## src/rtl/hazard_unit.sv

```systemverilog
// Pipeline interlock beside the ID stage: stalls on hazards forwarding cannot
// cover, flushes IF/ID on taken branches, and drains the pipeline on HALT.
module hazard_unit #(
  parameter int unsigned NB_REG_ADDR  = 5,
  parameter int unsigned NB_STALL     = 2,
  parameter int unsigned NB_DRAIN     = 2,
  parameter int unsigned DRAIN_CYCLES = 3
) (
  input  logic                   i_clock,
  input  logic                   i_reset,
  input  logic                   i_valid,
  input  logic [NB_REG_ADDR-1:0] i_rs,
  input  logic [NB_REG_ADDR-1:0] i_rt,
  input  logic                   i_use_rs,
  input  logic                   i_use_rt,
  input  logic                   i_branch,
  input  logic                   i_jump_rs,
  input  logic                   i_halt,
  input  logic                   i_taken,
  input  logic [NB_REG_ADDR-1:0] i_rd_ex,
  input  logic                   i_we_ex,
  input  logic                   i_load_ex,
  input  logic [NB_REG_ADDR-1:0] i_rd_mem,
  input  logic                   i_we_mem,
  input  logic                   i_load_mem,
  output logic                   o_pc_we,
  output logic                   o_ifid_we,
  output logic                   o_ifid_flush,
  output logic                   o_idex_bubble,
  output logic                   o_halted
);

  typedef enum logic [1:0] {RUN, STALL, DRAIN, HALTED} state_t;

  state_t              r_state, w_next_state;
  logic [NB_STALL-1:0] r_scnt, w_scnt_next;
  logic [NB_DRAIN-1:0] r_dcnt, w_dcnt_next;

  logic       w_rs_ex, w_rt_ex, w_rs_mem, w_rt_mem;
  logic       w_m_ex, w_m_mem, w_id_cons;
  logic [1:0] w_need;
  logic       w_pc_we, w_ifid_we, w_ifid_flush, w_idex_bubble, w_halted;

  // Register 0 is hardwired, so it never produces a dependency
  assign w_rs_ex  = i_use_rs & i_we_ex  & (i_rs == i_rd_ex)  & (i_rs != '0);
  assign w_rt_ex  = i_use_rt & i_we_ex  & (i_rt == i_rd_ex)  & (i_rt != '0);
  assign w_rs_mem = i_use_rs & i_we_mem & (i_rs == i_rd_mem) & (i_rs != '0);
  assign w_rt_mem = i_use_rt & i_we_mem & (i_rt == i_rd_mem) & (i_rt != '0);
  assign w_m_ex    = w_rs_ex  | w_rt_ex;
  assign w_m_mem   = w_rs_mem | w_rt_mem;
  assign w_id_cons = i_branch | i_jump_rs;

  // Required stall length: the longest of all applicable rules
  always_comb begin
    w_need = 2'd0;
    if (w_id_cons) begin
      if (w_m_ex & i_load_ex)
        w_need = 2'd2;
      else if (w_m_ex | (w_m_mem & i_load_mem))
        w_need = 2'd1;
    end else if (w_m_ex & i_load_ex) begin
      w_need = 2'd1;
    end
  end

  always_ff @(posedge i_clock) begin
    if (!i_reset) begin
      r_state <= RUN;
      r_scnt  <= '0;
      r_dcnt  <= '0;
    end else begin
      r_state <= w_next_state;
      r_scnt  <= w_scnt_next;
      r_dcnt  <= w_dcnt_next;
    end
  end

  always_comb begin
    w_next_state  = r_state;
    w_scnt_next   = r_scnt;
    w_dcnt_next   = r_dcnt;
    w_pc_we       = 1'b0;
    w_ifid_we     = 1'b0;
    w_ifid_flush  = 1'b0;
    w_idex_bubble = 1'b0;
    w_halted      = (r_state == HALTED);
    if (!i_reset) begin
      w_idex_bubble = 1'b1;
      w_halted      = 1'b0;
    end else if (i_valid) begin
      case (r_state)
        RUN: begin
          if (w_need != 2'd0) begin
            w_idex_bubble = 1'b1;
            if (w_need == 2'd2) begin
              w_next_state = STALL;
              w_scnt_next  = NB_STALL'(1);
            end
          end else if (i_halt) begin
            w_idex_bubble = 1'b1;
            w_next_state  = DRAIN;
            w_dcnt_next   = NB_DRAIN'(DRAIN_CYCLES - 1);
          end else begin
            w_pc_we      = 1'b1;
            w_ifid_we    = 1'b1;
            w_ifid_flush = i_taken;
          end
        end
        STALL: begin
          w_idex_bubble = 1'b1;
          if (r_scnt <= NB_STALL'(1)) begin
            w_next_state = RUN;
            w_scnt_next  = '0;
          end else begin
            w_scnt_next = r_scnt - NB_STALL'(1);
          end
        end
        DRAIN: begin
          w_idex_bubble = 1'b1;
          if (r_dcnt == '0)
            w_next_state = HALTED;
          else
            w_dcnt_next = r_dcnt - NB_DRAIN'(1);
        end
        HALTED: w_idex_bubble = 1'b1;
        default: w_next_state = RUN;
      endcase
    end
  end

  assign o_pc_we       = w_pc_we;
  assign o_ifid_we     = w_ifid_we;
  assign o_ifid_flush  = w_ifid_flush;
  assign o_idex_bubble = w_idex_bubble;
  assign o_halted      = w_halted;

endmodule
```

## config.mk

```make
export PLATFORM = sky130hd
export DESIGN_NAME = hazard_unit
export DESIGN_NICKNAME = d
export VERILOG_FILES = /design/src/rtl/hazard_unit.sv
export SDC_FILE = /design/constraint.sdc
export NUM_CORES = 1
export LEC_CHECK = 0
export CORE_UTILIZATION = 41
export CTS_CLUSTER_SIZE = 28
export DETAILED_ROUTE_END_ITERATION = 8
export PLACE_DENSITY = 0.8
export SLEW_MARGIN = 20
export SYNTH_ARGS = -nofsm -noshare
export SYNTH_HDL_FRONTEND = slang
export SYNTH_SLANG_ARGS = --single-unit
```

## constraint.sdc

```tcl
create_clock -name i_clock -period 3.3 [get_ports i_clock]
set_input_delay 0.66 -clock i_clock [delete_from_list [all_inputs] [get_ports i_clock]]
set_output_delay 0.66 -clock i_clock [all_outputs]
set_load 0.02 [all_outputs]
```

Yosys cells after proc, flatten, opt, wreduce, memory -nomap -nowiden. Cells that the tools add are included.

Bits of input ports: 33. Logic and storage cells: 85. Register bits: 6.

Multiplexer cells: 32. Bitwise operators: 18. Reduce and logical (&&, ||, !) cells: 12. $lt $le $gt $ge: 1. Equal/unequal tests: 17. Add/subtract/negate cells: 2.

Operator list (number): two-way mux 2 bit (11); equality test 5 bit (4); two-way mux 1 bit (17); bitwise AND 1 bit (14); != test 2 bit, second input constant (7); nonzero test 5 bit (2); case mux 2 bit (2 select lines) (2); equality test 2 bit, second input constant (3); != test 3 bit, second input constant (2); case mux 2 bit (3 select lines) (1); AND reduction 6 bit (1); nonzero test 2 bit (3); AND reduction 5 bit (1); logical NOT 2 bit (2); OR 1 bit (4); AND reduction 4 bit (1); subtractor 2 x 1 -> 2 bit, second input constant (2); nonzero test 3 bit (1); OR reduction 3 bit (1); equality test 2 x 1 -> 1 bit, second input constant (1); <= comparator 2 x 1 -> 1 bit, second input constant (1); case mux 1 bit (2 select lines) (1).

Depth between registers and ports, before layout.
Depth in word-level cells: 14. Gate-level depth with buffers: 9. Gate-level depth less buffers: 9.

Worst setup path after synthesis. Ideal clock, no wire load.

Path type: input-to-output. From: input port i_rs[0]. To: output port o_pc_we. Stages on the path: 7. Required time: 2640 ps. Arrival time: 2380 ps. Buffers on the path: 1. Setup slack: 260 ps. Path through: or4_1 o21a_1 a21o_1 o21bai_2 nor2_1 and3_1 buf_4.

Cells in the longest elaborated chain, start to end: 14. Elaborated cells on any way between the ends: 21. Those cells by class: eq/ne: 2; mux: 8; bitwise: 9; reduce/logical: 2.

RTL lines: start: declaration (RTL line 12) `input logic [NB_REG_ADDR-1:0] i_rs,`; equality test 5 bit (RTL line 47) `assign w_rs_mem = i_use_rs & i_we_mem & (i_rs == i_rd_mem) & (i_rs != '0);`; bitwise AND 1 bit (2 in a row) (RTL line 47); OR 1 bit (RTL line 50) `assign w_m_mem = w_rs_mem | w_rt_mem;`; bitwise AND 1 bit (RTL line 59) `else if (w_m_ex | (w_m_mem & i_load_mem))`; OR 1 bit (RTL line 59); two-way mux 1 bit (RTL line 59); two-way mux 2 bit (RTL line 57) `if (w_m_ex & i_load_ex)`; two-way mux 2 bit * (RTL line 56) `if (w_id_cons) begin`; nonzero test 2 bit * (RTL line 93) `if (w_need != 2'd0) begin`; two-way mux 1 bit * (4 in a row); end: declaration (RTL line 26) `output logic o_pc_we,`.

Mark *: on every way between the ends. The rest lies on a longest branch, timed or not.

Final worst setup path.
From: input port i_rd_ex[1]. To: output port o_idex_bubble.

Cells in the longest elaborated chain, start to end: 13. Elaborated cells on any way between the ends: 18. Those cells by class: eq/ne: 2; mux: 8; bitwise: 7; reduce/logical: 1.

RTL lines: start: declaration (RTL line 20) `input logic [NB_REG_ADDR-1:0] i_rd_ex,`; equality test 5 bit (on tied branches) (RTL line 45, 46); bitwise AND 1 bit (on tied branches) (2 in a row) (RTL line 45, 46); OR 1 bit * (RTL line 49) `assign w_m_ex = w_rs_ex | w_rt_ex;`; OR 1 bit (RTL line 59); two-way mux 1 bit (RTL line 59); two-way mux 2 bit (RTL line 57); two-way mux 2 bit * (RTL line 56); nonzero test 2 bit * (RTL line 93); two-way mux 1 bit * (RTL line 93); case mux 1 bit (2 select lines) * (RTL line 91) `case (r_state)`; two-way mux 1 bit * (RTL line 90) `end else if (i_valid) begin`; two-way mux 1 bit * (RTL line 87) `if (!i_reset) begin`; end: declaration (RTL line 29) `output logic o_idex_bubble,`.

Marked as above.

==> impl_metrics.yaml <==
outcome:
  status: "finished clean"
job:
  cap_violations: 0
setup_path:
  cp_num_buf_inv: 3
  r2r-start: "r_state[0]$_SDFFE_PN0P_"
  r2r_slack_ns: 1.28
  rr_worst_depth: 9
  path_delay_family: "buffers and inverters"
  worstPathMaxFanout: 3
  endpoint_kind: "output pin"
  cp_slowest_cell: "clkdlybuf4s50_1"
  critPathRequiredTime_ns: 2.64
  critPathLaunch: "i_rd_ex[1]"
  path_cells: "clkdlybuf4s50_1 > xor2_1 > nor4_1 > buf_4 > a41oi_4 > o21bai_2 > nor2_2 > o21ai_0 > buf_2"
  worstPathArrival_ns: 2.50
  rr_endpoint: "r_dcnt[1]$_SDFFE_PN0P_"
  crit_type: "primary input to output pin"
  worst_setup_path_start_kind: "primary input"
  critPathMaxStageDelay_ns: 0.44
layout:
  nets: 198
  mostFrequentLayoutCell: "clkdlybuf4s50_1"
  syn2layout_area_growth_pct: 71.3
  mostFrequentLayoutCells: "clkdlybuf4s50_1, buf_4, xnor2_1"
  diodes: 0
  drive_above_1_share: 0.222
  fin_area_sq_um: 1390
timing:
  finalCritPeriodShare: 0.957
  hold_violations: 0
  relSlewSlack: 0.665
  finalWorstSetupSlack_ns: 0.142
  holdWs_ns: 0.462
  maxSlewViolCount: 0
  clock.fmax_ghz: 0.317
  rsz0062_at_grt: "no"
  finalSetupViolations: 0
  fin_crit_ns: 3.16
  worst_pin_slew_ns: 0.490
  tns_ns: 0
  fin_skew_ns: 0.00238
placed_design:
  post_dp_cell_area_sq_um: 1340
  dp_hpwl_mm: 2.08
  gp_congestion: 0.864
  port_buffers: 37
  pre_cts_ws_ns: -0.530
detailed_routing:
  via_count: 982
  wl_met1_um: 973
  viasPerCell: 5.37
  drc: 0
  ant_nets: 0
  post_drt_wl_per_cell_um: 14.0
  drtIter0Drc: 19
  top_layer: "met4"
  dr.pass1.iters: 4
  wl_met2_mm: 1.31
  met3_length_um: 214
  wl_mm: 2.57
min_path:
  hold_class: "flop to flop"
  hp-start: "r_dcnt[0]$_SDFFE_PN0P_"
  min_path_cells: 2
  holdPathEnd: "r_dcnt[0]$_SDFFE_PN0P_"
synthesis:
  synth_area_sq_um: 810
  synth-main-ff-cell: "dfxtp_1"
  synth_edf_count: 0
  ys_ff_latch: 6
  yosys-top-cells-area: "dfxtp_1, xnor2_1, xor2_1"
  syn_area_per_cell_sq_um: 8.10
  synth_top_area_cell: "dfxtp_1"
  ys_types: 37
  synthesis.nets: 138
  synth_warnings: 0
  syn_inst: 100
  ys_seq_area_frac: 0.148
  synth_top_area_frac: 0.148
  async_reset_ff_frac: 0
power_and_ir_drop:
  ir_worst_vdd_mv: 0.284
  leakagePower_uw: 0.000615
  p_per_area_nw_per_um2: 270
  finalPower_uw: 374
global_route:
  grt_antenna_before_repair: 0
  grt_pass1_vias: 980
  grt_max_degree: 14
  grt_pass1_wl_mm: 3.81
  grt_overflow: 0
  grt_usage: 0.255
clock_tree:
  clk_pin_slew_ns: 0.04
  cts_tree: "built"
  insertion_delay_ns: 0.25
  holdBufCountCts: 0
  cts.sinks: 6
  clockBufferDepth: 2
  cts_root_buf: "clkbuf_4"
  numCtsBuffers: 3
  htree_levels: 1
die:
  fp-row-count: 15
  core_sq_um: 1780
  initial_utilization: 0.454
  dieWidth_um: 46.4
  die_y_um: 46.4
  io_pins: 38
  die_area_sq_um: 2160
cell type report:
class	instances	area [sq um]
clock buffers	3	22.5
fillers	124	397
inverters	8	30.0
multi-input cells	84	673
flip-flops and latches	6	120
well taps	25	31.3
repair buffers	57	509
cell families (layout without fill, tap and decap cells):
kind of cell / count (synthesis) / in the layout / share of synthesized area
AO/OA/AOI/OAI: 24 / 24 / 0.241
XOR/XNOR: 20 / 20 / 0.216
adder cells (fa/ha/maj): 5 / 5 / 0.0773
buffers and inverters: 10 / 68 / 0.0510
flip-flops: 6 / 6 / 0.148
multiplexers: 6 / 6 / 0.0742
AND/OR/NAND/NOR: 29 / 29 / 0.192
metal layers:
metal / track usage / vias up
met2: 0.486 / 52
met5: 0 / -
li1: - / 478
met1: 0.248 / 442
met3: 0.0431 / 10
met4: 0.153 / 0
through the flow:
| step | instances | utilization |
|---|---|---|
| finish | 183 | 0.778 |
| global route | 183 | 0.778 |
| CTS | 182 | 0.771 |
| detailed placement | 178 | 0.749 |
| global placement | 178 | 0.749 |
| floorplan | 100 | - |
cells in the mapped netlist, drive strengths merged (2+ instances only):
cell type,n
xnor2,12
dfxtp,6
nor3,3
a31oi,2
mux2i,6
o21ai,8
nor2b,2
nor4,2
inv,8
o21bai,2
ha,5
or4,2
nand2,9
nor2,2
nand4,3
o21a,2
xor2,8
a21o,2
what timing repair did:
action                     CTS  global route
buffers inserted             1             1
pin swaps                    7             7
setup endpoints to repair    4             4
gates resized for setup     32             2
power breakdown:
group	internal, uW	switching [uW]	leakage [uW]
Combinational	108	105	0.000552
Clock	41.3	28.4	0.0000138
Sequential	83.2	8.17	0.0000490
Total	233	141	0.000615
worst min-delay path: cells and delay by family, from the launching register on:
kind / cells / cell delay [ns]
DFF: 1 / 0.30
and+or+nand+nor: 1 / 0.06
muxes: 1 / 0.05
flip-flops by register name (all words and copies together) (netlist names):
register	flops
r_state	2
r_scnt	2
r_dcnt	2
worst max path at each step:
stage                          endpoint  slack [ns]  cells past startpoint
after global routing      o_idex_bubble        0.02                      9
after floorplan                 o_pc_we        0.26                      7
after CTS                  o_ifid_flush        0.03                      9
after detailed placement        o_pc_we       -0.53                      9
final                     o_idex_bubble        0.14                      9
after global placement     o_ifid_flush       -0.49                      9
(Power assumes the default switching activity.)
